--- config.mk ---
export PLATFORM = sky130hd
export DESIGN_NAME = phase_sequencer_flat
export DESIGN_NICKNAME = d
export VERILOG_FILES = /design/src/rtl/phase_sequencer_if.sv /design/src/rtl/phase_sequencer.sv /design/src/flat_wrapper.sv
export SDC_FILE = /design/constraint.sdc
export NUM_CORES = 1
export LEC_CHECK = 0
export BUFFER_PORTS_ARGS = -buffer_cell sky130_fd_sc_hd__buf_2
export CAP_MARGIN = 25
export CORE_ASPECT_RATIO = 1.4
export CORE_UTILIZATION = 45
export CTS_BUF_LIST = sky130_fd_sc_hd__clkbuf_8
export DETAILED_ROUTE_END_ITERATION = 10
export GPL_TIMING_DRIVEN = 0
export PLACE_DENSITY_LB_ADDON = 0.15
export SLEW_MARGIN = 0
export SYNTH_ARGS = -nofsm -noshare
export SYNTH_HDL_FRONTEND = slang
export SYNTH_SLANG_ARGS = --single-unit
--- constraint.sdc ---
create_clock -name i_clock -period 4.9 [get_ports i_clock]
set_input_delay 0.735 -clock i_clock [delete_from_list [all_inputs] [get_ports i_clock]]
set_output_delay 0.735 -clock i_clock [all_outputs]
set_load 0.005 [all_outputs]
--- src/rtl/phase_sequencer_if.sv ---
// Memory request/acknowledge handshake between the phase sequencer and memory.
// The master raises mem_req (with mem_we for stores); the slave answers with mem_ack.
interface phase_sequencer_if;
    logic mem_req;
    logic mem_we;
    logic mem_ack;

    modport master (
        output mem_req,
        output mem_we,
        input  mem_ack
    );

    modport slave (
        input  mem_req,
        input  mem_we,
        output mem_ack
    );
endinterface

--- src/rtl/phase_sequencer.sv ---
// Multi-cycle controller for the SIMPLE datapath: fetch, register read, ALU, memory and
// writeback phases, memory handshake with a stall timeout, HLT stop and a retired counter.
module phase_sequencer #(
    parameter int TIMEOUT = 16,
    parameter int CNT_W   = 16
) (
    input  logic                  i_clock,
    input  logic                  i_reset,
    input  logic                  i_start,
    input  logic [15:0]           i_command,
    input  logic                  i_dec_write,
    input  logic                  i_pc_load_req,
    phase_sequencer_if.master     mem,
    output logic [4:0]            o_phase,
    output logic                  o_ir_load,
    output logic                  o_pc_inc,
    output logic                  o_szcv_load,
    output logic                  o_reg_write,
    output logic                  o_pc_load,
    output logic                  o_running,
    output logic                  o_halted,
    output logic                  o_err,
    output logic [CNT_W-1:0]      o_instr_count
);

    localparam logic [2:0] S_IDLE = 3'd0;
    localparam logic [2:0] S_P1   = 3'd1;
    localparam logic [2:0] S_P2   = 3'd2;
    localparam logic [2:0] S_P3   = 3'd3;
    localparam logic [2:0] S_P4   = 3'd4;
    localparam logic [2:0] S_P5   = 3'd5;
    localparam logic [2:0] S_HALT = 3'd6;
    localparam logic [2:0] S_ERR  = 3'd7;

    localparam int WAIT_W = (TIMEOUT > 2) ? $clog2(TIMEOUT) : 1;
    localparam logic [WAIT_W-1:0] WAIT_LAST = WAIT_W'(TIMEOUT - 1);

    logic [2:0]        r_state;
    logic [2:0]        w_state_next;
    logic [WAIT_W-1:0] r_wait_cnt;
    logic [CNT_W-1:0]  r_instr_count;

    logic w_is_alu;
    logic w_is_hlt;
    logic w_is_mem_op;
    logic w_is_store;
    logic w_mem_req;
    logic w_ack;
    logic w_timeout;

    assign w_is_alu    = (i_command[15:14] == 2'b11);
    assign w_is_hlt    = w_is_alu && (i_command[7:4] == 4'b1111);
    assign w_is_mem_op = (i_command[15] == 1'b0);
    assign w_is_store  = (i_command[15:14] == 2'b01);

    assign w_mem_req = (r_state == S_P1) || ((r_state == S_P4) && w_is_mem_op);
    // An ack only counts while a request is outstanding.
    assign w_ack     = w_mem_req && mem.mem_ack;
    assign w_timeout = w_mem_req && !mem.mem_ack && (r_wait_cnt == WAIT_LAST);

    always_comb begin
        w_state_next = r_state;
        case (r_state)
            S_IDLE, S_HALT: if (i_start) w_state_next = S_P1;
            S_P1: begin
                if (w_ack)          w_state_next = S_P2;
                else if (w_timeout) w_state_next = S_ERR;
            end
            S_P2:    w_state_next = w_is_hlt ? S_HALT : S_P3;
            S_P3:    w_state_next = S_P4;
            S_P4: begin
                if (!w_is_mem_op || w_ack) w_state_next = S_P5;
                else if (w_timeout)        w_state_next = S_ERR;
            end
            S_P5:    w_state_next = S_P1;
            default: w_state_next = S_ERR;
        endcase
    end

    always_ff @(posedge i_clock) begin
        if (i_reset) begin
            r_state       <= S_IDLE;
            r_wait_cnt    <= '0;
            r_instr_count <= '0;
        end else begin
            r_state <= w_state_next;
            if (w_mem_req && !mem.mem_ack && (w_state_next == r_state))
                r_wait_cnt <= r_wait_cnt + 1'b1;
            else
                r_wait_cnt <= '0;
            if (r_state == S_P5)
                r_instr_count <= r_instr_count + 1'b1;
        end
    end

    for (genvar gi = 0; gi < 5; gi++) begin : g_phase
        assign o_phase[gi] = (r_state == 3'(gi + 1));
    end

    assign mem.mem_req  = w_mem_req;
    assign mem.mem_we   = (r_state == S_P4) && w_is_store;
    assign o_ir_load    = (r_state == S_P1) && mem.mem_ack;
    assign o_pc_inc     = (r_state == S_P1) && mem.mem_ack;
    assign o_szcv_load  = (r_state == S_P3) && w_is_alu;
    assign o_reg_write  = (r_state == S_P5) && i_dec_write;
    assign o_pc_load    = (r_state == S_P5) && i_pc_load_req;
    assign o_running    = (r_state >= S_P1) && (r_state <= S_P5);
    assign o_halted     = (r_state == S_HALT);
    assign o_err        = (r_state == S_ERR);
    assign o_instr_count = r_instr_count;

endmodule

--- src/flat_wrapper.sv ---
// flat-port wrapper written by rule: the top's interface ports become plain ports
module phase_sequencer_flat 
#(
    parameter int TIMEOUT = 16,
    parameter int CNT_W   = 16
)
  (i_clock, i_reset, i_start, i_command, i_dec_write, i_pc_load_req, o_phase, o_ir_load, o_pc_inc, o_szcv_load, o_reg_write, o_pc_load, o_running, o_halted, o_err, o_instr_count, mem_mem_req, mem_mem_we, mem_mem_ack);
  phase_sequencer_if mem_i ();
  input  logic i_clock;
  input  logic i_reset;
  input  logic i_start;
  input  logic [15:0] i_command;
  input  logic i_dec_write;
  input  logic i_pc_load_req;
  output logic [4:0] o_phase;
  output logic o_ir_load;
  output logic o_pc_inc;
  output logic o_szcv_load;
  output logic o_reg_write;
  output logic o_pc_load;
  output logic o_running;
  output logic o_halted;
  output logic o_err;
  output logic [CNT_W-1:0] o_instr_count;
  output wire logic [$bits(mem_i.mem_req)-1:0] mem_mem_req;
  output wire logic [$bits(mem_i.mem_we)-1:0] mem_mem_we;
  input wire logic [$bits(mem_i.mem_ack)-1:0] mem_mem_ack;
  assign mem_mem_req = mem_i.mem_req;
  assign mem_mem_we = mem_i.mem_we;
  assign mem_i.mem_ack = mem_mem_ack;
  phase_sequencer #(.TIMEOUT(TIMEOUT), .CNT_W(CNT_W)) u_core (.i_clock(i_clock), .i_reset(i_reset), .i_start(i_start), .i_command(i_command), .i_dec_write(i_dec_write), .i_pc_load_req(i_pc_load_req), .mem(mem_i), .o_phase(o_phase), .o_ir_load(o_ir_load), .o_pc_inc(o_pc_inc), .o_szcv_load(o_szcv_load), .o_reg_write(o_reg_write), .o_pc_load(o_pc_load), .o_running(o_running), .o_halted(o_halted), .o_err(o_err), .o_instr_count(o_instr_count));
endmodule
==> results.txt, run 1 <==
The final critical path takes up 50.3% of the cycle. The number of buffers on the longest clock path is 2. met2 is the most crowded layer.

The most instantiated flip-flop cell in the synthesis netlist is sky130_fd_sc_hd__dfxtp_1. The critical path in this run is classified as in2out. The maximum level of the CTS H-tree came out at 1. The CTS clock-pin slew for the worst setup and hold paths is 70 ps. The power density over cell area is 246 mW/mm^2. Subtracting the final worst setup slack from the clock period gives 2470 ps. TritonCTS built the clock tree. The floorplan step defined a core boundary enclosing 0.00247 sq mm. The capture instance of the worst register-to-register path is u_core.o_instr_count[15].

The kind of path behind the tightest hold check is reg2reg. The cell at the root of the clock tree is sky130_fd_sc_hd__clkbuf_8. The required time of the critical path came out at 4160 ps. The element type at the critical path start is an input port. The number of core rows is 21. The dominant combinational cell family by area after synthesis is simple AND/OR/NAND/NOR gates. The number of synthesized register bits is 23. The post-synthesis instance area came out at 0.00122 sq mm.

In the global route stage, met1 resource usage came out at 23.8%. The final-stage net count is 225. The via count of the first global-routing pass came out at 1107. The final-layout setup total negative slack is 0 ps. The largest driver fanout on the critical path came out at 4.

The number of cell instances on the worst register-to-register path came out at 4. The post-synthesis average cell area is 7.90 sq um. The count of flip-flops with a built-in enable after synthesis came out at 0. The leading area contributor after synthesis is sky130_fd_sc_hd__dfxtp_1. The detailed router finished its first iteration with 22 violations. The number of cells in the design after placement is 230. The clock latency of the later-clocked register in the worst-skew pair is 260 ps.

The met2 track demand over resource came out at 36.8%. At the pin with the least slew margin, the transition time is 525 ps. The net count of the mapped netlist came out at 178. Setup repair after global routing left no endpoint under its margin. The routed wire length per instance came out at 11.8 um.

The final weighted congestion in routability-driven placement came out at 0.850. The vertical die dimension is 63.5 um. The multi-input combinational cells in the finished layout cover a total of 703 sq um. Summing the areas of all fa, ha and maj instances in the mapped netlist gives 2.06% of the synthesized area.

The global-route wire length before repair is 4.57 mm. Relative to the synthesized area, the layout overhead comes to 24.5%. The total of hold buffers inserted after clock tree synthesis came out at 0. Ranked by total cell area, the synthesized netlist is headed by sky130_fd_sc_hd__dfxtp_1, sky130_fd_sc_hd__nor2_1, sky130_fd_sc_hd__xor2_1. For this run, the register share of the synthesized area comes to 37.9%. Registers take 460 sq um. The number of search-and-repair iterations in the first detailed-routing pass came out at 4. The clock arrives with 7.22 ps of skew. For this run, global-route usage on met3 was measured as 2.58%. The post-cts sizing count is 0.

Synthesis produced a netlist whose cell count is 154. The pin count of the biggest net entering global routing is 13. The flow ran to the end, and the final reports show no timing, DRC or antenna violations.

The distinct cell type count after synthesis came out at 32. Buffers inserted during clock tree synthesis total 3. The initial antenna violation count is 0. The termination of the worst setup path is mem_mem_req. STA classifies the critical path endpoint as an output port. The antenna diode count is 0. The share of cells above drive strength 1 came out at 25.5%. The number of setup buffers added after CTS is 0.

The initial utilization of the core area, before any placement, comes to 49.2%. The number of sinks on the clock net is 23. In the routed layout, each cell is associated on average with a via count of 5.21. The die outline width came out at 45.9 um. The count of nets left with antenna violations after detail routing came out at 0. The compound-gate portion of the synthesized area came out at 10.4%. In this run the critical register-to-register path is launched from u_core.r_state[0]. The normalized max-slew margin is 65.0%.

The simple-gate portion of the synthesized area is 34.2%. The total number of yosys warnings came out at 0. Multiplexer cells account for 1.85% of the synthesized area.

The post-detailed-route DRC marker count is 0. The peak clock frequency supported by timing came out at 406 MHz. The pre-CTS worst setup slack is 2460 ps. Once layout is complete, the cells apart from fillers number 234.

The highest ir drop seen on vdd came out at 0.000146 V. The detailed-route wire length came out at 2.76 mm. Detailed placement ended at an HPWL of 2.15 mm.

The async set-reset flop share out of synthesis came out at 0%. The aggregate global-route resource usage is 20.3%. Setup slack on the worst reg-to-reg path comes out at 3090 ps.

The final worst-path setup slack is 2430 ps. The remaining global-route overflow came out at 0. The number of filler cells placed in the layout came out at 258.

The area share of the largest cell type after synthesis is 37.9%. The total of max-cap violations is 0. The count of pins on the block boundary is 53. The number of I/O port buffers came out at 42. The number of failing setup endpoints in the final timing report is 0. The detailed router placed 1220 vias in this run. The arrival time reported for the critical path endpoint is 1730 ps. The leakage power figure is 0.706 nW. The critical path starts at i_command[15].

The total die area is 0.00292 sq mm. The number of hold violations in the final report is 0. The final-report max-slew violation count came out at 0. The sum of internal, switching and leakage power is 0.372 mW.

The synthesized-area fraction occupied by xor and xnor cells came out at 9.36%.
==> report_power, final <==
part	internal [mW]	leakage (nW)	switching [mW]
clock network	0.0558	0.0269	0.0571
logic	0.0262	0.493	0.0364
registers	0.191	0.186	0.00573
==> Yosys cell counts, drive strengths merged (2+ instances only) <==
master	instances
xor2	7
o21ai	8
inv	6
and3	3
nand2b	4
nor2b	3
clkbuf	5
nor3	9
buf	2
nand4	3
nor2	26
nand3	9
nand2	10
mux2	2
dfxtp	23
nor4	2
a21oi	9
and4b	2
ha	2
or3	3
xnor2	6
==> cell usage in the layout, fill, tap and decap left out, drive strengths merged <==
master  count
nand3       9
mux2        2
dfxtp      23
o31a        1
inv         7
and2        1
nor2b       3
or3         3
a21oi       9
ha          2
xor2        7
xnor2       6
and4b       2
nor2       26
nor4        2
a221oi      1
nand4b      1
or4         1
nor3b       1
nor3        9
a311oi      1
nand4       3
nand2b      4
o21ai       8
or3b        1
clkbuf      8
a211oi      1
and3        3
buf        44
nand2      10
o21a        1
==> worst min path at each step <==
| stage | startpoint | end | slack (ps) | depth (start not counted) |
|---|---|---|---|---|
| after global placement | u_core.r_wait_cnt[0] | u_core.r_wait_cnt[0] | 430 | 1 |
| after floorplan | u_core.r_wait_cnt[0] | u_core.r_wait_cnt[0] | 420 | 1 |
| after global routing | u_core.r_wait_cnt[0] | u_core.r_wait_cnt[0] | 470 | 1 |
| final | u_core.r_wait_cnt[0] | u_core.r_wait_cnt[0] | 450 | 1 |
| after CTS | u_core.r_wait_cnt[0] | u_core.r_wait_cnt[0] | 460 | 1 |
| after detailed placement | u_core.r_wait_cnt[0] | u_core.r_wait_cnt[0] | 440 | 1 |
==> flip-flops by register name, indices dropped and copies added, names as in the netlist <==
| register | flops |
|---|---|
| u_core.o_instr_count | 16 |
| u_core.r_wait_cnt | 4 |
| u_core.r_state | 3 |
==> through the flow <==
step | area (sq um) | hold slack (ps) | util (%)
final | 1510 | 448 | 61.3
after global routing | 1510 | 473 | 61.3
after CTS | 1510 | 457 | 61.3
after detailed placement | 1470 | 438 | 59.5
after global placement | 1470 | 429 | 59.5
after floorplan | 1220 | 418 | -
==> cell families (layout without fill, tap and decap cells) <==
group | Yosys count | count (layout)
AOI/OAI and AO/OA | 22 | 22
DFF | 23 | 23
and+or+nand+nor | 79 | 79
adders and majority gates | 2 | 2
buffers and inverters | 13 | 59
muxes | 2 | 2
xor gates and xnor gates | 13 | 13
==> per-layer routing <==
metal  up-vias  wire [um]
met5         -          0
met4         0          0
met3         0        100
met2        28       1470
met1       569       1190
li1        623          -
==> critical path, stage by stage <==
cell and delay (ps):
sky130_fd_sc_hd__buf_2 110, sky130_fd_sc_hd__or3b_2 490, sky130_fd_sc_hd__a21oi_1 240, sky130_fd_sc_hd__buf_2 150
==> layout make-up <==
type	count	area share [%]
multi-input cells	118	46.4
flip-flops and latches	23	30.4
plain buffers	7	1.98
inverters	6	1.49
clock buffers	3	2.73
clock inverters	1	0.248
repair buffers	42	13.9
well taps	34	2.81
No activity file was read; power rests on OpenSTA's default activity.
==> inputs of run 2 (changes only) <==
Settings changed: CORE_UTILIZATION 45 to 44.
Clock period 4.9 ns to 2.2 ns, I/O delays scaled along.
==> results.txt, run 2 (same netlist as run 1, synthesis figures left out) <==
The number of filler cells placed in the layout is 263 (+1.9%). The arrival time reported for the critical path endpoint came out at 1640 ps (-90 ps). The number of setup buffers added after CTS was 0 (unchanged).

The final weighted congestion in routability-driven placement is 0.844 (-0.76%). The number of buffers added by the clock tree synthesis step is 3 (unchanged). The count of nets left with antenna violations after detail routing is 0 (unchanged). The run finished with clean final reports. The total die area came to 0.00298 sq mm (+2.2%). The number of hold violations in the final report was 0 (unchanged). The detailed-route wire length is 2.69 mm (-2.5%). The highest ir drop seen on vdd came out at 0.000311 V (+110%). The leakage power figure is 0.705 nW (-0.20%). The post-cts sizing count came to 0 (unchanged). The area growth from synthesis to layout is 24.8%.

The vertical die dimension is 64.2 um (+1.1%). The die outline width came to 46.4 um (+1.1%). The starting density of the core is 46.5% (-2.7 points).

The required time of the critical path is 1870 ps (-2290 ps). The kind of end point of the critical path is an output port. The detailed-route via count is 1266 (+3.8%). The number of search-and-repair iterations in the first detailed-routing pass is 4 (unchanged).

The maximum level of the CTS H-tree was 1 (unchanged). The post-route clock skew came out at 5.60 ps (-1.62 ps). The CTS clock-pin slew for the worst setup and hold paths is 80 ps (about the same). The number of I/O port buffers is 42 (unchanged). The clock latency of the later-clocked register in the worst-skew pair is 260 ps (about the same).

The cell area reported after detailed placement is 0.00147 sq mm (+0.17%). The slew of the pin with the lowest slew margin is 469 ps (-55.5 ps). The endpoint identified for the worst register-to-register timing path is u_core.o_instr_count[13]. The final-stage net count is 225 (unchanged). The number of core rows came out at 22 (+4.8%). Setup repair after global routing left no endpoint under its margin.

In this design, the critical path's most frequently occurring cell is sky130_fd_sc_hd__clkbuf_1. The aggregate global-route resource usage came out at 20.3% (+0.051 points). The number of failing setup endpoints in the final timing report came out at 0 (unchanged). The shortest clock period the worst path allows after layout came out at 1970 ps. The final-report max-slew violation count is 0 (unchanged).

Tracing the worst setup path back leads to its startpoint at u_core.r_state[2]. The count of pins on the block boundary came out at 53 (unchanged). Leaving out fill and tap cells, the most frequent cells in the layout are sky130_fd_sc_hd__buf_2, sky130_fd_sc_hd__nor2_1, sky130_fd_sc_hd__dfxtp_1. The worst setup path is launched from a flop. The number of flip-flops under the largest register name is 16 (unchanged).

The remaining global-route overflow is 0 (unchanged). The initial antenna violation count was 0 (unchanged). The library cell used most frequently in the layout, excluding fill and tap cells, is sky130_fd_sc_hd__buf_2. The kind of path behind the tightest hold check is in2reg.

The global-route wire length before repair came out at 4.68 mm (+2.3%). The half-perimeter wire length of the detailed placement result is 2.07 mm (-3.4%). The number of buffers on the longest clock path came out at 2 (unchanged). In this run the critical register-to-register path is launched from u_core.r_state[0]. The cell with the biggest individual delay on the critical path is sky130_fd_sc_hd__dfxtp_1. The cell at the root of the clock tree is sky130_fd_sc_hd__clkbuf_8. The area used by sequential logic in the layout came out at 460 sq um (unchanged).

The area used by multi-input combinational logic was 703 sq um (unchanged). In this run the worst setup path terminates at o_phase[4]. The design area came out at 0.00152 sq mm (+0.25%). The worst setup path is of the reg2out kind. The routed wire length per instance came to 11.4 um (-3.4%).

The peak clock frequency supported by timing is 507 MHz. Traced cell by cell, the critical path runs through clkbuf_1 > clkbuf_1 > nand2_1 > inv_1 > buf_2. The number of cell instances on the worst register-to-register path was 4 (unchanged).

The total of max-cap violations came out at 0 (unchanged). TritonCTS built the clock tree. The total of hold buffers inserted after clock tree synthesis came out at 0 (unchanged). The final design utilization is 58.0% (-3.3 points).

The power density over cell area came out at 550 mW/mm^2 (+120%). The delay of the slowest cell on the worst path is 400 ps (-90 ps). The antenna diode count is 0 (unchanged). The DRC violation total after the first TritonRoute iteration came out at 24 (+9.1%).

The largest driver fanout on the critical path came out at 10 (+6). The core area was 0.00262 sq mm (+5.9%). The via count of the first global-routing pass is 1193 (+7.8%). The setup slack on the worst flop-to-flop path is 420 ps (-2670 ps). The per-cell via count in the routed design came out at 5.36 (+2.9%). The share of cells above drive strength 1 was 26.0% (+0.50 points). The final-layout setup total negative slack is 0 ps (unchanged). The post-detailed-route DRC marker count is 0 (unchanged). The pin count of the biggest net entering global routing came out at 14 (+1). The normalized max-slew margin is 68.7% (+3.7 points). The number of sinks on the clock net came to 23 (unchanged).

The portion of the clock cycle consumed by the worst path in the final layout is 89.6%. The final hold slack was 372 ps (-76.6 ps).
==> run 2: cell types whose count changed in the layout (fill, tap and decap cells not counted) <==
cell                       before  now
sky130_fd_sc_hd__inv_1          7    6
sky130_fd_sc_hd__clkinv_2       0    1
==> run 2: worst min path at each step <==
| stage | endpoint | depth (start not counted) | start | slack [ps] |
|---|---|---|---|---|
| after floorplan | u_core.r_wait_cnt[0] | 1 | u_core.r_wait_cnt[0] | 420 |
| after global routing | u_core.r_wait_cnt[2] | 4 | mem_mem_ack | 410 |
| after global placement | u_core.r_wait_cnt[0] | 1 | u_core.r_wait_cnt[0] | 430 |
| final | u_core.r_wait_cnt[2] | 4 | mem_mem_ack | 370 |
| after detailed placement | u_core.r_wait_cnt[0] | 1 | u_core.r_wait_cnt[0] | 440 |
| after CTS | u_core.r_wait_cnt[2] | 4 | mem_mem_ack | 370 |
==> run 2: power breakdown <==
| part | internal (mW) | switching, mW |
|---|---|---|
| Clock | 0.126 | 0.134 |
| Combinational | 0.0583 | 0.0788 |
| Sequential | 0.425 | 0.0130 |
==> run 2: layout make-up <==
class / instances / area share (%)
Buffer: 7 / 1.98
Clock buffer: 3 / 2.72
Inverter: 6 / 1.48
Sequential cell: 23 / 30.3
Clock inverter: 1 / 0.330
Multi-Input combinational cell: 118 / 46.3
Timing Repair Buffer: 42 / 13.8
Tap cell: 36 / 2.97
==> run 2: through the flow <==
stage	setup WS, ps	std cells	power, mW
after global routing	64.5	236	0.886
after floorplan	563	154	0.533
after detailed placement	429	232	0.586
final	228	236	0.835
after global placement	456	232	0.583
after CTS	207	236	0.850
==> run 2: critical path, delay by kind of cell, from the launching register on <==
kind | cells | cell delay (ps)
and+or+nand+nor | 1 | 160
DFF | 1 | 400
buffers and inverters | 4 | 810
==> run 2: layer usage <==
metal  GRT usage [%]  vias to the layer above  routed length [um]
li1                -                      627                   -
met1            24.3                      607                1140
met2            33.2                       30                1450
met3            3.39                        2                  81
met4            9.93                        0                  19
met5               0                        -                   0
